## config.mk

```make
export PLATFORM = sky130hd
export DESIGN_NAME = branch_predictor_bht_flat
export DESIGN_NICKNAME = d
export VERILOG_FILES = /design/src/rtl/branch_predictor_bht_if.sv /design/src/rtl/branch_predictor_bht.sv /design/src/flat_wrapper.sv
export SDC_FILE = /design/constraint.sdc
export NUM_CORES = 1
export LEC_CHECK = 0
export ABC_AREA = 1
export ABC_CLOCK_PERIOD_IN_PS = 5400
export CAP_MARGIN = 20
export CORE_MARGIN = 1
export CORE_UTILIZATION = 45
export CTS_CLUSTER_DIAMETER = 120
export CTS_CLUSTER_SIZE = 16
export DETAILED_ROUTE_END_ITERATION = 10
export PLACE_DENSITY = 0.7
export SLEW_MARGIN = 20
export SYNTH_ARGS = -nofsm -noshare
export SYNTH_HDL_FRONTEND = slang
export SYNTH_SLANG_ARGS = --single-unit
```

## constraint.sdc

```tcl
create_clock -name clk -period 5.4 [get_ports clk]
set_input_delay 1.35 -clock clk [delete_from_list [all_inputs] [get_ports clk]]
set_output_delay 1.35 -clock clk [all_outputs]
set_load 0.02 [all_outputs]
```

## src/rtl/branch_predictor_bht_if.sv

```systemverilog
// Fetch-side lookup and resolve-side update bundle for the branch history table.
interface branch_predictor_bht_if #(
    parameter int DATA_WIDTH = 32
);
    logic [DATA_WIDTH-1:0] pc;
    logic [DATA_WIDTH-1:0] ir;
    logic                  update_en;
    logic [DATA_WIDTH-1:0] update_pc;
    logic                  update_taken;
    logic                  update_mispredict;
    logic                  predict_taken;
    logic [DATA_WIDTH-1:0] predict_addr;
    logic [DATA_WIDTH-1:0] mispredict_count;

    modport master (
        output pc, ir, update_en, update_pc, update_taken, update_mispredict,
        input  predict_taken, predict_addr, mispredict_count
    );

    modport slave (
        input  pc, ir, update_en, update_pc, update_taken, update_mispredict,
        output predict_taken, predict_addr, mispredict_count
    );
endinterface

```

## src/rtl/branch_predictor_bht.sv

```systemverilog
// Branch history table of 2-bit saturating counters with a combinational
// next-fetch-address predictor for MIPS beq/bne/bgtz/j/jal, plus a
// saturating mispredict counter.
module branch_predictor_bht #(
    parameter int         DATA_WIDTH  = 32,
    parameter int         INDEX_WIDTH = 6,
    parameter logic [1:0] INIT_STATE  = 2'b01
) (
    input logic                   clk,
    input logic                   rst,
    branch_predictor_bht_if.slave bus
);
    localparam int DEPTH = 1 << INDEX_WIDTH;

    localparam logic [5:0] OP_BEQ  = 6'b000100;
    localparam logic [5:0] OP_BNE  = 6'b000101;
    localparam logic [5:0] OP_BGTZ = 6'b000111;
    localparam logic [5:0] OP_J    = 6'b000010;
    localparam logic [5:0] OP_JAL  = 6'b000011;

    logic [5:0]             op;
    logic                   is_branch;
    logic                   is_jump;
    logic [DATA_WIDTH-1:0]  pcp4;
    logic [DATA_WIDTH-1:0]  br_offset;
    logic [DATA_WIDTH-1:0]  br_target;
    logic [DATA_WIDTH-1:0]  j_target;
    logic [INDEX_WIDTH-1:0] rd_idx;
    logic [INDEX_WIDTH-1:0] wr_idx;
    logic                   predict_taken;
    logic [DATA_WIDTH-1:0]  predict_addr;

    logic [1:0]             bht_q [DEPTH];
    logic [1:0]             bht_d [DEPTH];
    logic [DATA_WIDTH-1:0]  mispredict_count_q;
    logic [DATA_WIDTH-1:0]  mispredict_count_d;

    // Only the index bits of the update PC address the table.
    logic unused_update_pc;
    assign unused_update_pc = ^{bus.update_pc[DATA_WIDTH-1:INDEX_WIDTH+2],
                                bus.update_pc[1:0]};

    assign rd_idx = bus.pc[INDEX_WIDTH+1:2];
    assign wr_idx = bus.update_pc[INDEX_WIDTH+1:2];

    // Decode and target arithmetic; lookup reads the pre-update table.
    always_comb begin
        op        = bus.ir[31:26];
        is_branch = (op == OP_BEQ) || (op == OP_BNE) || (op == OP_BGTZ);
        is_jump   = (op == OP_J) || (op == OP_JAL);
        pcp4      = bus.pc + DATA_WIDTH'(4);
        br_offset = {{(DATA_WIDTH-18){bus.ir[15]}}, bus.ir[15:0], 2'b00};
        br_target = pcp4 + br_offset;
        j_target  = {pcp4[DATA_WIDTH-1:28], bus.ir[25:0], 2'b00};
        predict_taken = is_branch && bht_q[rd_idx][1];
        if (is_jump) begin
            predict_addr = j_target;
        end else if (predict_taken) begin
            predict_addr = br_target;
        end else begin
            predict_addr = pcp4;
        end
    end

    assign bus.predict_taken    = predict_taken;
    assign bus.predict_addr     = predict_addr;
    assign bus.mispredict_count = mispredict_count_q;

    // Next-state for the table and the mispredict counter; gated by update_en
    // so nothing on the update bus matters while the strobe is low.
    always_comb begin
        bht_d              = bht_q;
        mispredict_count_d = mispredict_count_q;
        if (bus.update_en) begin
            if (bus.update_taken) begin
                if (bht_q[wr_idx] != 2'b11) begin
                    bht_d[wr_idx] = bht_q[wr_idx] + 2'd1;
                end
            end else begin
                if (bht_q[wr_idx] != 2'b00) begin
                    bht_d[wr_idx] = bht_q[wr_idx] - 2'd1;
                end
            end
            if (bus.update_mispredict && (mispredict_count_q != '1)) begin
                mispredict_count_d = mispredict_count_q + DATA_WIDTH'(1);
            end
        end
    end

    // State registers with asynchronous reset.
    always_ff @(posedge clk or posedge rst) begin
        if (rst) begin
            for (int i = 0; i < DEPTH; i++) begin
                bht_q[i] <= INIT_STATE;
            end
            mispredict_count_q <= '0;
        end else begin
            bht_q              <= bht_d;
            mispredict_count_q <= mispredict_count_d;
        end
    end
endmodule

```

## src/flat_wrapper.sv

```systemverilog
// flat-port wrapper written by rule: the top's interface ports become plain ports
module branch_predictor_bht_flat 
#(
    parameter int         DATA_WIDTH  = 32,
    parameter int         INDEX_WIDTH = 6,
    parameter logic [1:0] INIT_STATE  = 2'b01
)
  (clk, rst, bus_pc, bus_ir, bus_update_en, bus_update_pc, bus_update_taken, bus_update_mispredict, bus_predict_taken, bus_predict_addr, bus_mispredict_count);
  branch_predictor_bht_if #(.DATA_WIDTH(DATA_WIDTH)) bus_i ();
  input logic clk;
  input logic rst;
  input wire logic [$bits(bus_i.pc)-1:0] bus_pc;
  input wire logic [$bits(bus_i.ir)-1:0] bus_ir;
  input wire logic [$bits(bus_i.update_en)-1:0] bus_update_en;
  input wire logic [$bits(bus_i.update_pc)-1:0] bus_update_pc;
  input wire logic [$bits(bus_i.update_taken)-1:0] bus_update_taken;
  input wire logic [$bits(bus_i.update_mispredict)-1:0] bus_update_mispredict;
  output wire logic [$bits(bus_i.predict_taken)-1:0] bus_predict_taken;
  output wire logic [$bits(bus_i.predict_addr)-1:0] bus_predict_addr;
  output wire logic [$bits(bus_i.mispredict_count)-1:0] bus_mispredict_count;
  assign bus_i.pc = bus_pc;
  assign bus_i.ir = bus_ir;
  assign bus_i.update_en = bus_update_en;
  assign bus_i.update_pc = bus_update_pc;
  assign bus_i.update_taken = bus_update_taken;
  assign bus_i.update_mispredict = bus_update_mispredict;
  assign bus_predict_taken = bus_i.predict_taken;
  assign bus_predict_addr = bus_i.predict_addr;
  assign bus_mispredict_count = bus_i.mispredict_count;
  branch_predictor_bht #(.DATA_WIDTH(DATA_WIDTH), .INDEX_WIDTH(INDEX_WIDTH), .INIT_STATE(INIT_STATE)) u_core (.clk(clk), .rst(rst), .bus(bus_i));
endmodule
```

-- Word level (Yosys, flattened, before mapping)
Cells that the tools add are included.
- reductions and logical operators: 10
- order comparisons: 3
- bitwise operators: 2
- equality and inequality tests: 8
- $add $sub $neg: 5
- mux-type cells: 15
- operator list (operator ; number):
    128-bit 2-to-1 mux ; 3
    128-bit bitwise mux ; 2
    32-bit 2-to-1 mux ; 2
    32-bit by 1-bit adder with 32-bit output (second input constant) ; 1
    32-bit by 3-bit adder with 32-bit output (second input constant) ; 1
    32-bit adder ; 1
    32-bit inequality test (second input constant) ; 1
    2-bit binary-select mux with 6-bit select ; 2
    6-bit by 3-bit equality test with 1-bit output (second input constant) ; 3
    7-bit greater-or-equal comparator (second input constant) ; 2
    6-bit NOT with 7-bit output ; 2
    2-bit demux with 6-bit select ; 1
    6-bit by 2-bit equality test with 1-bit output (second input constant) ; 2
    2-bit 2-to-1 mux ; 5
    7-bit by 1-bit < comparator with 1-bit output (second input constant) ; 1
    2-bit nonzero test ; 2
    1-bit logical AND ; 3
    1-bit logical OR ; 3
    3-bit AND reduction ; 1
    2-bit by 1-bit adder with 2-bit output (second input constant) ; 1
    2-bit by 1-bit inequality test with 1-bit output (second input constant) ; 1
    2-bit inequality test (second input constant) ; 1
    2-bit AND reduction ; 1
    2-bit by 1-bit subtractor with 2-bit output (second input constant) ; 1
- flip-flop bits (word level): 160

-- Longest topological paths before layout
- word-level depth: 8
- depth in mapped cells: 26

-- Worst setup path after synthesis
OpenSTA, ideal clock, no wires.
- kind: input -> output
- start: input bus_pc[4]
- end: output bus_predict_addr[29]
- setup slack: -8 ps
- path buffers: 1
- data required time: 4050 ps
- cell stages on the path: 20
- arrival: 4058 ps
- cells stage by stage: buf_2 -> nand2_1 -> inv_1 -> nand2_1 -> nor2_2 -> nand3_1 -> nor2_1 -> nand2_1 -> nor2_1 -> nand2_1 -> xor2_1 -> inv_1 -> ha_1 -> a21o_1 -> a31oi_1 -> nand2_1 -> nor2_1 -> o21ai_0 -> xor2_1 -> o21ai_1
- longest elaborated chain between the ends: 7
- elaborated cells between the ends (all ways): 9
- those cells by class: 2 x add/sub; 5 x mux; 1 x bitwise; 1 x reduce/logical
- ends and longest elaborated chain (element ; RTL line ; source):
    start: declaration ; flat_wrapper.sv:12 ; input wire logic [$bits(bus_i.pc)-1:0] bus_pc;
    branches (longest 6 deep; another with 32-bit by 3-bit adder with 32-bit output) ; n/a ;
    32-bit 2-to-1 mux * ; branch_predictor_bht.sv:56 ; if (is_jump) begin
    end: declaration ; flat_wrapper.sv:19 ; output wire logic [$bits(bus_i.predict_addr)-1:0] bus_predict_addr;
Every way passes the cells marked *. The select of a mux whose other input is x is not followed.

-- Worst setup path after layout
- start: input bus_pc[2]
- end: output bus_predict_addr[24]
- longest elaborated chain between the ends: 7
- elaborated cells between the ends (all ways): 9
- those cells by class: 2 x add/sub; 5 x mux; 1 x bitwise; 1 x reduce/logical
- ends and longest elaborated chain (element ; RTL line ; source):
    branches (longest 5 deep; another with 32-bit by 3-bit adder with 32-bit output) ; n/a ;
    32-bit 2-to-1 mux * ; branch_predictor_bht.sv:58 ; end else if (predict_taken) begin
    32-bit 2-to-1 mux * ; branch_predictor_bht.sv:56 ;
Marked as above.

==> impl_metrics.env <==
export IMPL_outcome="finished, final reports clean"
export IMPL_area_delta_synth_final_pct=43.56
export IMPL_multiInputGateArea_sq_um=8680
export IMPL_slew_violations=0
export IMPL_critPathLaunchType="input pin"
export IMPL_cts_htree_levels=4
export IMPL_hold_buffers=0
export IMPL_grt_total_usage_pct=32.38
export IMPL_path_cells="buf_12, ha_4, nand2_2, nor2_4, nand3_4, nor2_4, nand2_4, xor2_2, inv_1, ha_4, buf_4, nand2_1, nor2_2, nand2_2, nor3_2, nand2_1, nand3_1, nand2_1, nand4_1, nand2_1, nand2_1, buf_6"
export IMPL_cap_violations=0
export IMPL_grt_max_degree=161
export IMPL_ir_worst_vdd_mv=0.3060
export IMPL_firstDrtPassIters=7
export IMPL_async_reset_ff_share_pct=100.0
export IMPL_drtIter0Drc=1400
export IMPL_netlist_instances=2023
export IMPL_min_path_type="flop to flop"
export IMPL_yosysSeqAreaShare_pct=31.99
export IMPL_leakage_nw=8.701
export IMPL_rsz0062_at_grt="yes"
export IMPL_setup_slack_ns=0.01758
export IMPL_ys_ff_latch=160
export IMPL_grt_overflow=0
export IMPL_vias=14950
export IMPL_antenna_found_initial=0
export IMPL_nFillCells=2369
export IMPL_final_cells=2764
export IMPL_dpl_hpwl_mm=32.99
export IMPL_hold_worst_slack_ns=0.4676
export IMPL_skew_ns=0.01096
export IMPL_finalHoldViolCount=0
export IMPL_gp_congestion=0.9793
export IMPL_synth_area_per_cell_sq_um=6.311
export IMPL_yosysTopAreaCellShare_pct=21.32
export IMPL_crit_arrival_ns=4.03
export IMPL_cts_root_buf="clkbuf_16"
export IMPL_detail_route_wirelength_mm=47.38
export IMPL_seqCellArea_sq_um=4084
export IMPL_slowest_stage="ha_4"
export IMPL_numCtsBuffers=17
export IMPL_syn_num_nets=2164
export IMPL_critPathBufInv=4
export IMPL_crit_type="input pin to primary output"
export IMPL_tightest_slew_ns=0.8588
export IMPL_ys_warn_count=0
export IMPL_synth_edff_count=0
export IMPL_finish_instance_area_sq_um=18330
export IMPL_required_ns=4.05
export IMPL_drc=0
export IMPL_yosysTopAreaCell="nand2_1"
export IMPL_grt_pass1_wl_mm=73.35
export IMPL_critPathMaxStageDelay_ns=0.31
export IMPL_syn_area_sq_um=12770
export IMPL_ys_top_cells_by_area="nand2_1 (21%), dfrtp_1 (19%), dfstp_2 (13%), inv_1 (8.4%), nand3_1 (7.8%)"
export IMPL_fmax_ghz=0.1858
export IMPL_cp_max_fo=3
export IMPL_io_pins=166
export IMPL_final_layout_size_suffix_gt1_share_pct=28.67
export IMPL_cts_max_path_buffers=2
export IMPL_post_route_period_util_pct=99.67
export IMPL_die_h_um=170.4
export IMPL_numPortBuffers=139
export IMPL_period_needed_ns=5.382
export IMPL_synth_cell_types=43
export IMPL_slew_limit_headroom_pct=42.75
export IMPL_fp_row_count=61
export IMPL_clk_latency_ns=0.44
export IMPL_wire_per_inst_um=17.14
export IMPL_tns_ns=0
export IMPL_pre_cts_ws_ns=-1.341
export IMPL_core_sq_um=27860
export IMPL_initial_utilization_pct=45.83
export IMPL_dp_cells=2703
export IMPL_synthFlopType="dfrtp_1"
export IMPL_cts_num_sinks=160
export IMPL_grt_pass1_vias=14270
export IMPL_die_area_sq_um=29050
export IMPL_ant_nets=0
export IMPL_tritoncts="built"
export IMPL_power_density_nw_per_um2=228.1
export IMPL_path_common_cell="nand2_1"
export IMPL_setup_viol=0
export IMPL_diodes=0
export IMPL_die_x_um=170.4
export IMPL_end_kind="primary output"
export IMPL_cp_top_family="simple AND/OR/NAND/NOR gates"
export IMPL_vias_per_cell=5.407
export IMPL_placed_area_sq_um=16050
export IMPL_clk_pin_slew_ns=0.07
export IMPL_nets=2514
cell type report:
| class | instances | share of cell area, % |
|---|---|---|
| Timing Repair Buffer | 389 | 18.37 |
| Inverter | 302 | 6.246 |
| Clock buffer | 19 | 2.478 |
| Sequential cell | 160 | 22.28 |
| Multi-Input combinational cell | 1503 | 47.35 |
| Clock inverter | 13 | 0.6895 |
| Tap cell | 378 | 2.580 |
repair_timing:
item | in CTS | in global routing
pin swaps | 59 | 114
gates cloned | 0 | 0
buffers inserted | 20 | 10
setup endpoints to repair | 31 | 29
resized for setup | 355 | 231
worst min-delay path, delay by kind of cell (launching register included):
kind	cells	cell delay [ns]
simple gates	2	0.10
flops	1	0.37
synthesized netlist by cell type, types with 3 or more instances:
| library cell | instances |
|---|---|
| a21oi_1 | 38 |
| a22oi_1 | 13 |
| buf_1 | 3 |
| buf_2 | 19 |
| buf_4 | 10 |
| buf_6 | 7 |
| clkbuf_1 | 19 |
| clkinv_1 | 3 |
| dfrtp_1 | 96 |
| dfstp_2 | 64 |
| ha_1 | 39 |
| inv_1 | 287 |
| inv_2 | 12 |
| nand2_1 | 725 |
| nand3_1 | 198 |
| nand3_2 | 18 |
| nand3b_1 | 8 |
| nand4_1 | 42 |
| nor2_1 | 175 |
| nor3_1 | 33 |
| nor4_1 | 7 |
| o211ai_1 | 9 |
| o21ai_0 | 94 |
| o21ai_1 | 9 |
| o21bai_1 | 4 |
| o22ai_1 | 14 |
| xnor2_1 | 19 |
| xor2_1 | 39 |
power breakdown:
part	internal [W]	switching, W
Combinational	0.000592	0.000840
Sequential	0.00142	0.000122
Clock	0.000670	0.000536
cell families (layout without fill, tap and decap cells):
kind of cell               Yosys count  in the layout  synth area share [%]
and+or+nand+nor                   1214           1214                 40.19
buffers and inverters              360            723                 11.48
AOI/OAI and AO/OA                  190            190                 8.310
DFF                                160            160                 31.99
xor gates and xnor gates            58             58                 3.979
adders and majority gates           40             40                 3.979
muxes                                1              1               0.07840
layer usage:
metal	up-vias	track usage, %	share of wire (%)
li1	7101	-	-
met1	6987	42.72	42
met2	731	51.96	46
met3	127	5.814	8.5
met4	0	13.87	3.8
met5	-	0	0
final timing paths:
path                                                                    to                          from  cells past startpoint  slack (ns)
worst max-delay path                                  bus_predict_addr[24]                     bus_pc[2]                     22        0.02
worst min-delay path                                                  flop                          flop                      2        0.47
worst max register to register                u_core.bht_q[47]$_DFFE_PP0P_  u_core.bht_q[53]$_DFFE_PP0P_                     18        2.20
worst min register to register                                        flop                          flop                      2        0.47
max in group asynchronous                     u_core.bht_q[43]$_DFFE_PP0P_                           rst                      3        3.25
min in group asynchronous       u_core.bus.mispredict_count[2]$_DFFE_PP0P_                           rst                      3        1.51
layout by cell type, fill, tap and decap left out, types with 20 or more instances in the layout:
master	instances
ha_4	27
buf_4	235
dfstp_2	64
nor2_1	129
nand4_1	42
dfrtp_1	96
nor2_4	28
nand3_1	174
o21ai_0	80
nand2_2	46
inv_2	47
clkdlybuf4s50_1	82
nand2_1	662
nor2_2	20
xor2_1	25
buf_6	30
nor3_1	20
a21oi_1	20
inv_1	249
nand3_2	37
through the flow:
stage | util [%] | power [W]
6_report | 65.79 | 0.004181
4_1_cts | 62.83 | 0.004080
3_5_place_dp | 57.63 | 0.002789
5_1_grt | 65.79 | 0.004386
2_1_floorplan | - | 0.002222
3_3_place_gp | 57.63 | 0.002767
Power figures use the tool's default switching activity.
